[src/rtl/avmm_reg_pkg.sv]
// Shared constants, decode types and the address decoder for the Avalon-MM register slave.
// The decoder is a pure function so the read snapshot and the write enable see one answer.
package avmm_reg_pkg;

  localparam int AVM_AW = 8;
  localparam int AVM_DW = 8;
  localparam int IDX_W  = 6;

  typedef enum logic [1:0] {
    DEC_RW,
    DEC_RO,
    DEC_NONE
  } dec_kind_e;

  typedef enum logic {
    WS_IDLE,
    WS_STALL
  } wr_state_e;

  typedef struct packed {
    dec_kind_e        kind;
    logic [IDX_W-1:0] idx;
  } dec_t;

  // RW window starts at 0, RO window at ro_base; anything else is unmapped.
  function automatic dec_t decode_addr(
    input logic [AVM_AW-1:0] addr,
    input int                n_rw,
    input int                n_ro,
    input logic [AVM_AW-1:0] ro_base
  );
    dec_t d;
    int   a;
    int   b;
    a      = int'(addr);
    b      = int'(ro_base);
    d.kind = DEC_NONE;
    d.idx  = '0;
    if (a < n_rw) begin
      d.kind = DEC_RW;
      d.idx  = IDX_W'(a);
    end else if ((a >= b) && (a < b + n_ro)) begin
      d.kind = DEC_RO;
      d.idx  = IDX_W'(a - b);
    end
    return d;
  endfunction

endpackage

[src/rtl/avmm_rd_pipe.sv]
// Fixed-latency read-response pipeline: LAT stages of valid bit plus data.
// Data is zeroed on empty slots so readdata never shows stale decode results.
module avmm_rd_pipe
  import avmm_reg_pkg::*;
#(
  parameter int LAT = 2,
  parameter int DW  = AVM_DW
) (
  input  logic          clk,
  input  logic          reset_n,
  input  logic          in_valid,
  input  logic [DW-1:0] in_data,
  output logic          out_valid,
  output logic [DW-1:0] out_data
);

  logic [LAT-1:0] vld;
  logic [DW-1:0]  dat [LAT];

  always_ff @(posedge clk) begin
    if (!reset_n) begin
      vld <= '0;
      for (int k = 0; k < LAT; k++) begin
        dat[k] <= '0;
      end
    end else begin
      vld[0] <= in_valid;
      dat[0] <= in_valid ? in_data : '0;
      for (int k = 1; k < LAT; k++) begin
        vld[k] <= vld[k-1];
        dat[k] <= dat[k-1];
      end
    end
  end

  assign out_valid = vld[LAT-1];
  assign out_data  = dat[LAT-1];

endmodule

[src/rtl/avmm_reg_slave.sv]
// Avalon-MM 8-bit register bank: RW control registers, RO status window,
// programmable write wait states, fixed-latency pipelined reads and an error counter.
module avmm_reg_slave
  import avmm_reg_pkg::*;
#(
  parameter int                N_RW    = 16,
  parameter int                N_RO    = 8,
  parameter logic [AVM_AW-1:0] RO_BASE = 8'h80,
  parameter int                RD_LAT  = 2,
  parameter int                WR_WAIT = 1,
  parameter logic [AVM_DW-1:0] RW_RST  = 8'h00
) (
  input  logic                   clk,
  input  logic                   reset_n,
  input  logic [AVM_AW-1:0]      avs_address,
  input  logic                   avs_read,
  input  logic                   avs_write,
  input  logic [AVM_DW-1:0]      avs_writedata,
  output logic                   avs_waitrequest,
  output logic [AVM_DW-1:0]      avs_readdata,
  output logic                   avs_readdatavalid,
  output logic [8*N_RW-1:0]      rw_regs,
  output logic [N_RW-1:0]        wr_strobe,
  input  logic [8*N_RO-1:0]      ro_in,
  output logic [AVM_DW-1:0]      err_cnt
);

  if (N_RW < 1 || N_RW > 64 || N_RO < 1 || N_RO > 64 ||
      RD_LAT < 1 || RD_LAT > 4 || WR_WAIT < 0 || WR_WAIT > 3) begin : g_bad_range
    $error("avmm_reg_slave: parameter out of range");
  end
  if (int'(RO_BASE) < N_RW || int'(RO_BASE) + N_RO > 256) begin : g_bad_map
    $error("avmm_reg_slave: RW and RO windows overlap or RO window exceeds address space");
  end

  localparam logic [1:0] WAIT_LAST = 2'(WR_WAIT);

  logic        rst_q;
  logic [1:0]  wcnt;
  wr_state_e   wr_state;
  dec_t        dec;
  logic        wr_only;
  logic        wr_stall;
  logic        rd_acc;
  logic        wr_acc;
  logic        wr_rw;
  logic        both_acc;
  logic        err_inc;
  logic [7:0]  rd_snap;
  logic [7:0]  rw_q [N_RW];

  // Handshake: a command (read or write) is taken on a rising clk edge where it is
  // asserted and avs_waitrequest is low; the master holds address/data while stalled.
  // Each taken read yields exactly one avs_readdatavalid, RD_LAT cycles later, in order.
  // A read+write in the same cycle is serviced as a read only and counted as an error.
  always_comb begin
    dec             = decode_addr(avs_address, N_RW, N_RO, RO_BASE);
    wr_only         = avs_write && !avs_read;
    wr_stall        = wr_only && (wcnt != WAIT_LAST);
    avs_waitrequest = !reset_n || rst_q || wr_stall;
    rd_acc          = avs_read && !avs_waitrequest;
    wr_acc          = wr_only && !avs_waitrequest;
    wr_rw           = wr_acc && (dec.kind == DEC_RW);
    both_acc        = avs_read && avs_write && !avs_waitrequest;
    err_inc         = (rd_acc && (dec.kind == DEC_NONE)) ||
                      (wr_acc && (dec.kind != DEC_RW)) ||
                      both_acc;
  end

  // Write wait-state FSM; wcnt counts stall cycles and clears on accept or abort.
  always_ff @(posedge clk) begin
    if (!reset_n) begin
      rst_q    <= 1'b1;
      wcnt     <= '0;
      wr_state <= WS_IDLE;
    end else begin
      rst_q <= 1'b0;
      case (wr_state)
        WS_IDLE: begin
          if (wr_stall && !rst_q) begin
            wcnt     <= 2'd1;
            wr_state <= WS_STALL;
          end else begin
            wcnt <= '0;
          end
        end
        WS_STALL: begin
          if (wr_stall) begin
            wcnt <= wcnt + 2'd1;
          end else begin
            wcnt     <= '0;
            wr_state <= WS_IDLE;
          end
        end
        default: begin
          wcnt     <= '0;
          wr_state <= WS_IDLE;
        end
      endcase
    end
  end

  always_ff @(posedge clk) begin
    if (!reset_n) begin
      wr_strobe <= '0;
      for (int k = 0; k < N_RW; k++) begin
        rw_q[k] <= RW_RST;
      end
    end else begin
      for (int k = 0; k < N_RW; k++) begin
        wr_strobe[k] <= wr_rw && (int'(dec.idx) == k);
        if (wr_rw && (int'(dec.idx) == k)) begin
          rw_q[k] <= avs_writedata;
        end
      end
    end
  end

  for (genvar g = 0; g < N_RW; g++) begin : g_flat
    assign rw_regs[8*g +: 8] = rw_q[g];
  end

  // Snapshot at acceptance: RO inputs are sampled in the accept cycle, not at readdatavalid.
  always_comb begin
    rd_snap = '0;
    for (int k = 0; k < N_RW; k++) begin
      if ((dec.kind == DEC_RW) && (int'(dec.idx) == k)) begin
        rd_snap = rw_q[k];
      end
    end
    for (int k = 0; k < N_RO; k++) begin
      if ((dec.kind == DEC_RO) && (int'(dec.idx) == k)) begin
        rd_snap = ro_in[8*k +: 8];
      end
    end
  end

  avmm_rd_pipe #(
    .LAT (RD_LAT),
    .DW  (AVM_DW)
  ) u_rd_pipe (
    .clk       (clk),
    .reset_n   (reset_n),
    .in_valid  (rd_acc),
    .in_data   (rd_snap),
    .out_valid (avs_readdatavalid),
    .out_data  (avs_readdata)
  );

  always_ff @(posedge clk) begin
    if (!reset_n) begin
      err_cnt <= '0;
    end else if (err_inc && (err_cnt != 8'hFF)) begin
      err_cnt <= err_cnt + 8'd1;
    end
  end

endmodule

[config.mk]
export PLATFORM = sky130hd
export DESIGN_NAME = avmm_reg_slave
export DESIGN_NICKNAME = d
export VERILOG_FILES = /design/src/rtl/avmm_reg_pkg.sv /design/src/rtl/avmm_rd_pipe.sv /design/src/rtl/avmm_reg_slave.sv
export SDC_FILE = /design/constraint.sdc
export NUM_CORES = 1
export LEC_CHECK = 0
export ABC_AREA = 1
export ABC_CLOCK_PERIOD_IN_PS = 6900
export CELL_PAD_IN_SITES_DETAIL_PLACEMENT = 1
export CELL_PAD_IN_SITES_GLOBAL_PLACEMENT = 2
export CORE_MARGIN = 2
export CORE_UTILIZATION = 29
export CTS_CLUSTER_SIZE = 40
export DETAILED_ROUTE_END_ITERATION = 10
export PLACE_DENSITY = 0.85
export SLEW_MARGIN = 30
export SYNTH_ARGS = -nofsm -noshare
export SYNTH_HDL_FRONTEND = slang
export SYNTH_HIERARCHICAL = 1
export SYNTH_SLANG_ARGS = --single-unit
[constraint.sdc]
create_clock -name clk -period 6.9 [get_ports clk]
set_clock_uncertainty 0.05 [all_clocks]
set_input_delay 1.035 -clock clk [delete_from_list [all_inputs] [get_ports clk]]
set_output_delay 1.035 -clock clk [all_outputs]
set_load 0.01 [all_outputs]
==> impl_metrics.csv, run 1 <==
group,metric,value,unit
status,outcome,"finished, violations left",
status,failed_checks,"DRC",
final_layout,drive_above_1_share,6.06,%
final_layout,diodes,0,
final_layout,final_common_cell,"clkdlybuf4s50_1",
final_layout,syn_to_final_growth,43.0,%
logic_synthesis,synth_cell_types,29,
hold_path,hold_class,"reg2reg",
timing,max_freq,241,MHz
worst_setup_path,crit_fanout,26,
worst_setup_path,critPathCaptureType,"flip-flop",
worst_setup_path,cp_data_required_time,7.17,ns
placement,place_area,10500,µm²
worst_setup_path,path_class,"in2reg",
global_route,first_global_vias,7302,
timing,period_share,60.0,%
logic_synthesis,netlist_area,7750,µm²
floorplan,rows,59,
final_layout,design_area,11100,µm²
worst_setup_path,arrival,4.41,ns
clock_tree,tritoncts,"yes",
clock_tree,cts_max_path_buffers,2,
power,p_leak,4.39,nW
timing,tightest_slew,0.720,ns
timing,period_minus_slack,4.14,ns
global_route,grt_max_degree,46,
power,peakVddDrop,0.158,mV
timing,setup_viol,0,
logic_synthesis,yosysTopAreaCell,"edfxtp_1",
clock_tree,cts_resized,0,
timing,finalSetupTns,0,ns
clock_tree,cts_buffers,17,
drt,wl_per_cell,20.6,µm
clock_tree,clk_latency,0.43,ns
drt,vias,6906,
logic_synthesis,synth_top_cells_by_area,"edfxtp_1 50%, dfxtp_1 12%, nand2_1 10%",
drt,vias_per_cell,4.74,
placement,portBuffers,245,
drt,drt_iter0_drc,507,
logic_synthesis,synth_fp_nets,954,
clock_tree,htree_levels,4,
clock_tree,postCtsSetupRepairBufs,0,
drt,firstDrtPassIters,8,
global_route,grt.overflow.total,0,
drt,totalWireLength,30000,µm
logic_synthesis,ys_ff_latch,174,
placement,hpwl,23400,µm
floorplan,ioPinCount,246,
worst_setup_path,startpoint_type,"input port",
clock_tree,hold_buffers,0,
final_layout,nets,1196,
global_route,globalRouteTotalUtil,21.3,%
clock_tree,numClockSinks,174,
global_route,grt_first_pass_wirelength,44400,µm
clock_tree,cts_root_buffer,"clkbuf_16",
floorplan,fp.dieW,168,µm
timing,finalHoldViolCount,0,
floorplan,initial_core_util,29.7,%
run,cap_violations,0,
logic_synthesis,ys_warn_count,6,
logic_synthesis,yosysTopAreaCellShare,49.6,%
floorplan,die_h,168,µm
timing,report.final.slew_viol_count,0,
logic_synthesis,synth_cells,868,
power,power_density,212,nW/µm²
floorplan,coreArea,26100,µm²
global_route,antenna_found_initial,0,
placement,place_congestion,0.865,
worst_setup_path,r2r_slack,4.04,ns
clock_tree,clk_pin_slew,0.07,ns
drt,postRouteAntennaNets,0,
logic_synthesis,ys_seq_area_share,61.5,%
logic_synthesis,avgSynthCellArea,8.93,µm²
final_layout,final_cell_mix,"244 x clkdlybuf4s50_1, 211 x nand2_1, 185 x nor2_1",
timing,rsz0062_at_grt,"no",
floorplan,dieArea,28100,µm²
timing,relSlewSlack,51.5,%
drt,drc_errors,24,
timing,holdWs,0.360,ns
cell usage after synthesis (all sizes together):
cell and count:
or2 17, a21oi 16, nand3 39, dfxtp 46, buf 13, nand4 42
nand3b 2, nor3 7, and3 1, edfxtp 128, ha 2, nor2 193
nand2 214, inv 113, o32ai 1, clkinv 6, clkbuf 14, o21ai 14
registers in the layout, summed over array words and instances (netlist names):
| register | cells |
|---|---|
| rw_q | 128 |
| u_rd_pipe/dat | 16 |
| wr_strobe | 16 |
| err_cnt | 8 |
| u_rd_pipe/vld | 2 |
| wcnt | 2 |
| rst_q | 1 |
| wr_state | 1 |
report_power, final:
group / total (mW) / switching, mW / leakage [nW] / internal, mW
combinational: 0.216 / 0.106 / 2.41 / 0.110
clock: 0.948 / 0.431 / 0.289 / 0.516
sequential: 1.19 / 0.0293 / 1.69 / 1.16
total: 2.35 / 0.566 / 4.39 / 1.79
final cells by class:
| class | count | area, µm² |
|---|---|---|
| Multi-Input combinational cell | 548 | 2400 |
| Timing Repair Buffer | 250 | 2480 |
| Fill cell | 3038 | 15000 |
| Inverter | 119 | 447 |
| Sequential cell | 174 | 4760 |
| Clock buffer | 22 | 495 |
| Tap cell | 335 | 419 |
| Clock inverter | 10 | 73.8 |
stage by stage:
| step | util, % | power, mW | worst slack [ns] | std cells |
|---|---|---|---|---|
| floorplan | - | 1.27 | 3.75 | 868 |
| global placement | 40.2 | 1.43 | 2.35 | 1426 |
| detailed placement | 40.2 | 1.43 | 2.33 | 1426 |
| CTS | 42.4 | 2.36 | 2.73 | 1458 |
| global route | 42.4 | 2.41 | 2.46 | 1458 |
| finish | 42.4 | 2.35 | 2.76 | 1458 |
critical path, stage by stage:
cell             delay [ns]
clkdlybuf4s50_1        0.48
nor2_1                 0.24
nand2_1                0.27
inv_2                  0.42
nand2_2                0.24
or2_2                  0.33
nand2_1                0.10
nand4_1                0.11
nor2_1                 0.14
nand4_1                0.13
nor2_1                 0.22
nand3_1                0.10
nor2_1                 0.19
nand3_1                0.10
nand2_1                0.10
nand4_1                0.10
inv_1                  0.07
nor2_1                 0.04
cell families (layout without fill, tap and decap cells):
family / Yosys count / after routing / synth area share (%)
and+or+nand+nor: 515 / 515 / 28.3
adders and majority gates: 2 / 2 / 0.323
AOI/OAI and AO/OA: 31 / 31 / 2.20
DFF: 174 / 174 / 61.5
buffers and inverters: 146 / 401 / 7.70
worst paths after layout:
path,start,end,cells past startpoint
setup / recovery,avs_address[7],u_rd_pipe/dat[0][0],18
hold / removal,u_rd_pipe/dat[0][0],u_rd_pipe/dat[0][8],2
setup reg to reg,wcnt[0],rw_q[0][71],11
hold reg to reg,u_rd_pipe/dat[0][0],u_rd_pipe/dat[0][8],2
layer usage:
layer | part of all wire, % | global-route usage (%) | up-vias
met5 | 0 | 0 | -
met4 | 2.0 | 5.97 | 0
met3 | 7.4 | 5.27 | 40
met2 | 49 | 37.0 | 259
met1 | 42 | 26.4 | 3339
li1 | - | - | 3268
Power figures use the tool's default switching activity.
==> run 2: changes to the inputs <==
--- a/config.mk
+++ b/config.mk
@@ -6,14 +6,14 @@
 export NUM_CORES = 1
 export LEC_CHECK = 0
 export ABC_AREA = 1
-export ABC_CLOCK_PERIOD_IN_PS = 6900
+export ABC_CLOCK_PERIOD_IN_PS = 3800
 export CELL_PAD_IN_SITES_DETAIL_PLACEMENT = 1
 export CELL_PAD_IN_SITES_GLOBAL_PLACEMENT = 2
 export CORE_MARGIN = 2
-export CORE_UTILIZATION = 29
+export CORE_UTILIZATION = 24
 export CTS_CLUSTER_SIZE = 40
 export DETAILED_ROUTE_END_ITERATION = 10
-export PLACE_DENSITY = 0.85
+export PLACE_DENSITY = 0.75
 export SLEW_MARGIN = 30
 export SYNTH_ARGS = -nofsm -noshare
 export SYNTH_HDL_FRONTEND = slang
==> constraint.sdc (replaced) <==
create_clock -name clk -period 3.8 [get_ports clk]
set_clock_uncertainty 0.05 [all_clocks]
set_input_delay 0.57 -clock clk [delete_from_list [all_inputs] [get_ports clk]]
set_output_delay 0.57 -clock clk [all_outputs]
set_load 0.01 [all_outputs]
==> run 2 against run 1 <==
Compared with the run above: the run now ends clean; first-iteration DRC count down 24%; clock power up 100%; via count up 0.75%; global-route usage down 2.5 points; cell count up 8.4%; register-to-register slack worse by 2.9 ns; design area up 4.9%; clock-buffer cell count down 4; critical endpoint unchanged.
==> impl_metrics.csv, run 2 (synthesized netlist as in run 1, its figures left out) <==
group,metric,value,unit
worst_setup_path,arrival,3.78,ns
worst_setup_path,reg2regPathDepth,14,
timing,report.final.slew_viol_count,0,
floorplan,rows,65,
worst_setup_path,r2r_slack,1.11,ns
final_layout,reg_top3,"rw_q x128, u_rd_pipe/dat x16, wr_strobe x16",
placement,place_area,11000,µm²
power,peakVddDrop,0.256,mV
worst_setup_path,startpoint_type,"input port",
clock_tree,tritoncts,"yes",
clock_tree,hold_buffers,0,
worst_setup_path,crit_fanout,8,
final_layout,largest_reg_flops,128,
timing,period_minus_slack,3.51,ns
final_layout,fin_cells,1580,
drt,vias_per_cell,4.40,
drt,totalWireLength,31800,µm
drt,wl_per_cell,20.1,µm
global_route,grt_first_pass_wirelength,46600,µm
global_route,grt_max_degree,45,
drt,vias,6958,
final_layout,num-fill-cells,3701,
power,fin_total_pwr,4.48,mW
placement,place_inst,1547,
final_layout,syn_to_final_growth,50.0,%
clock_tree,cts_max_path_buffers,2,
clock_tree,clk_latency,0.44,ns
floorplan,initial_core_util,24.4,%
worst_setup_path,r2r_end,"err_cnt[7]",
final_layout,final_cell_mix,"244 x clkdlybuf4s50_1, 211 x nand2_1, 184 x nor2_1",
final_layout,nets,1250,
run,cap_violations,0,
timing,holdWs,0.368,ns
drt,firstDrtPassIters,5,
clock_tree,cts_resized,0,
final_layout,final_common_cell,"clkdlybuf4s50_1",
worst_setup_path,cp_data_required_time,4.07,ns
final_layout,drive_above_1_share,10.4,%
timing,setup_viol,0,
drt,drt_iter0_drc,383,
clock_tree,cts_root_buffer,"clkbuf_16",
clock_tree,htree_levels,4,
global_route,globalRouteTotalUtil,18.8,%
placement,portBuffers,245,
drt,postRouteAntennaNets,0,
timing,finalHoldViolCount,0,
timing,relSlewSlack,56.5,%
global_route,first_global_vias,7442,
timing,worst_slack,0.291,ns
final_layout,design_area,11600,µm²
hold_path,hold_class,"reg2reg",
placement,hpwl,25200,µm
worst_setup_path,crit_start,"avs_address[6]",
timing,max_freq,285,MHz
worst_setup_path,critPathCaptureType,"flip-flop",
timing,rsz0062_at_grt,"no",
global_route,antenna_found_initial,2,
clock_tree,clk_pin_slew,0.07,ns
floorplan,dieArea,33800,µm²
floorplan,coreArea,31700,µm²
power,power_density,385,nW/µm²
timing,tightest_slew,0.651,ns
power,p_leak,4.66,nW
global_route,grt.overflow.total,0,
floorplan,fp.dieW,184,µm
placement,place_congestion,0.822,
worst_setup_path,reg2reg_from,"wcnt[0]",
floorplan,die_h,184,µm
timing,period_share,92.3,%
worst_setup_path,critPathCapture,"u_rd_pipe/dat[0][0]",
final_layout,largest_register,"rw_q",
status,outcome,"completed",
clock_tree,postCtsSetupRepairBufs,0,
placement,dp_slack,-0.234,ns
drt,drc_errors,0,
worst_setup_path,path_class,"in2reg",
floorplan,ioPinCount,246,
clock_tree,cts_buffers,17,
clock_tree,numClockSinks,174,
## run 2: cell types whose count changed in the layout (fill, tap and decap cells not counted), moves of 2 or more
cell,delta
clkinv_2,-3
o21ai_0,+4
clkbuf_8,-3
clkinvlp_4,+2
inv_6,+2
inv_4,-2
o21ai_1,-4
bufinv_16,+3
inv_8,+3
buf_4,+54
## run 2: worst min-delay path by stage
stage                                end  cells past startpoint           startpoint  slack (ns)
finish              u_rd_pipe/dat[0][11]                      2  u_rd_pipe/dat[0][3]        0.37
global route         u_rd_pipe/dat[0][9]                      2  u_rd_pipe/dat[0][1]        0.38
CTS                  u_rd_pipe/dat[0][9]                      2  u_rd_pipe/dat[0][1]        0.37
detailed placement   u_rd_pipe/dat[0][9]                      2  u_rd_pipe/dat[0][1]        0.35
global placement    u_rd_pipe/dat[0][10]                      2  u_rd_pipe/dat[0][2]        0.34
floorplan           u_rd_pipe/dat[0][10]                      2  u_rd_pipe/dat[0][2]        0.34
## run 2: where the power goes
part / leakage (nW) / internal [mW] / total, mW / switching (mW)
Sequential: 1.69 / 2.11 / 2.16 / 0.0521
Clock: 0.300 / 1.06 / 1.90 / 0.841
Combinational: 2.67 / 0.214 / 0.414 / 0.200
## run 2: routing by layer
layer / wire (µm) / global-route usage [%]
met1: 13800 / 23.4
met2: 15400 / 32.7
met3: 2300 / 5.07
met4: 265 / 3.71
met5: 13 / 0
## run 2: metrics by stage
stage	setup TNS [ns]	util, %
after global placement	-0.342	34.7
after detailed placement	-0.421	34.7
after global routing	0	36.6
after floorplan	0	-
final	0	36.7
after CTS	0	36.6
## run 2: worst max-delay path: stages
cell	delay, ns
clkdlybuf4s50_1	0.46
nor2_2	0.16
nand2_2	0.08
a21oi_4	0.13
buf_4	0.16
nand3_2	0.12
nor2_2	0.20
nand2_2	0.15
or2_2	0.31
nand2_1	0.13
nand4_1	0.13
nor2_1	0.15
nand4_1	0.17
nor2_1	0.17
nand3_1	0.11
nor2_1	0.15
nand3_1	0.09
nand2_1	0.09
nand4_1	0.12
inv_1	0.08
nor2_1	0.04
## run 2: final cells by class
type | instances | area, µm² | share of cell area, %
well taps | 402 | 503 | 4.33
flip-flops and latches | 174 | 4760 | 41.0
diodes | 1 | 2.50 | 0.0215
clock buffers | 18 | 429 | 3.69
repair buffers | 304 | 2890 | 24.9
inverters | 119 | 447 | 3.84
multi-input cells | 548 | 2400 | 20.6
clock inverters | 14 | 194 | 1.67
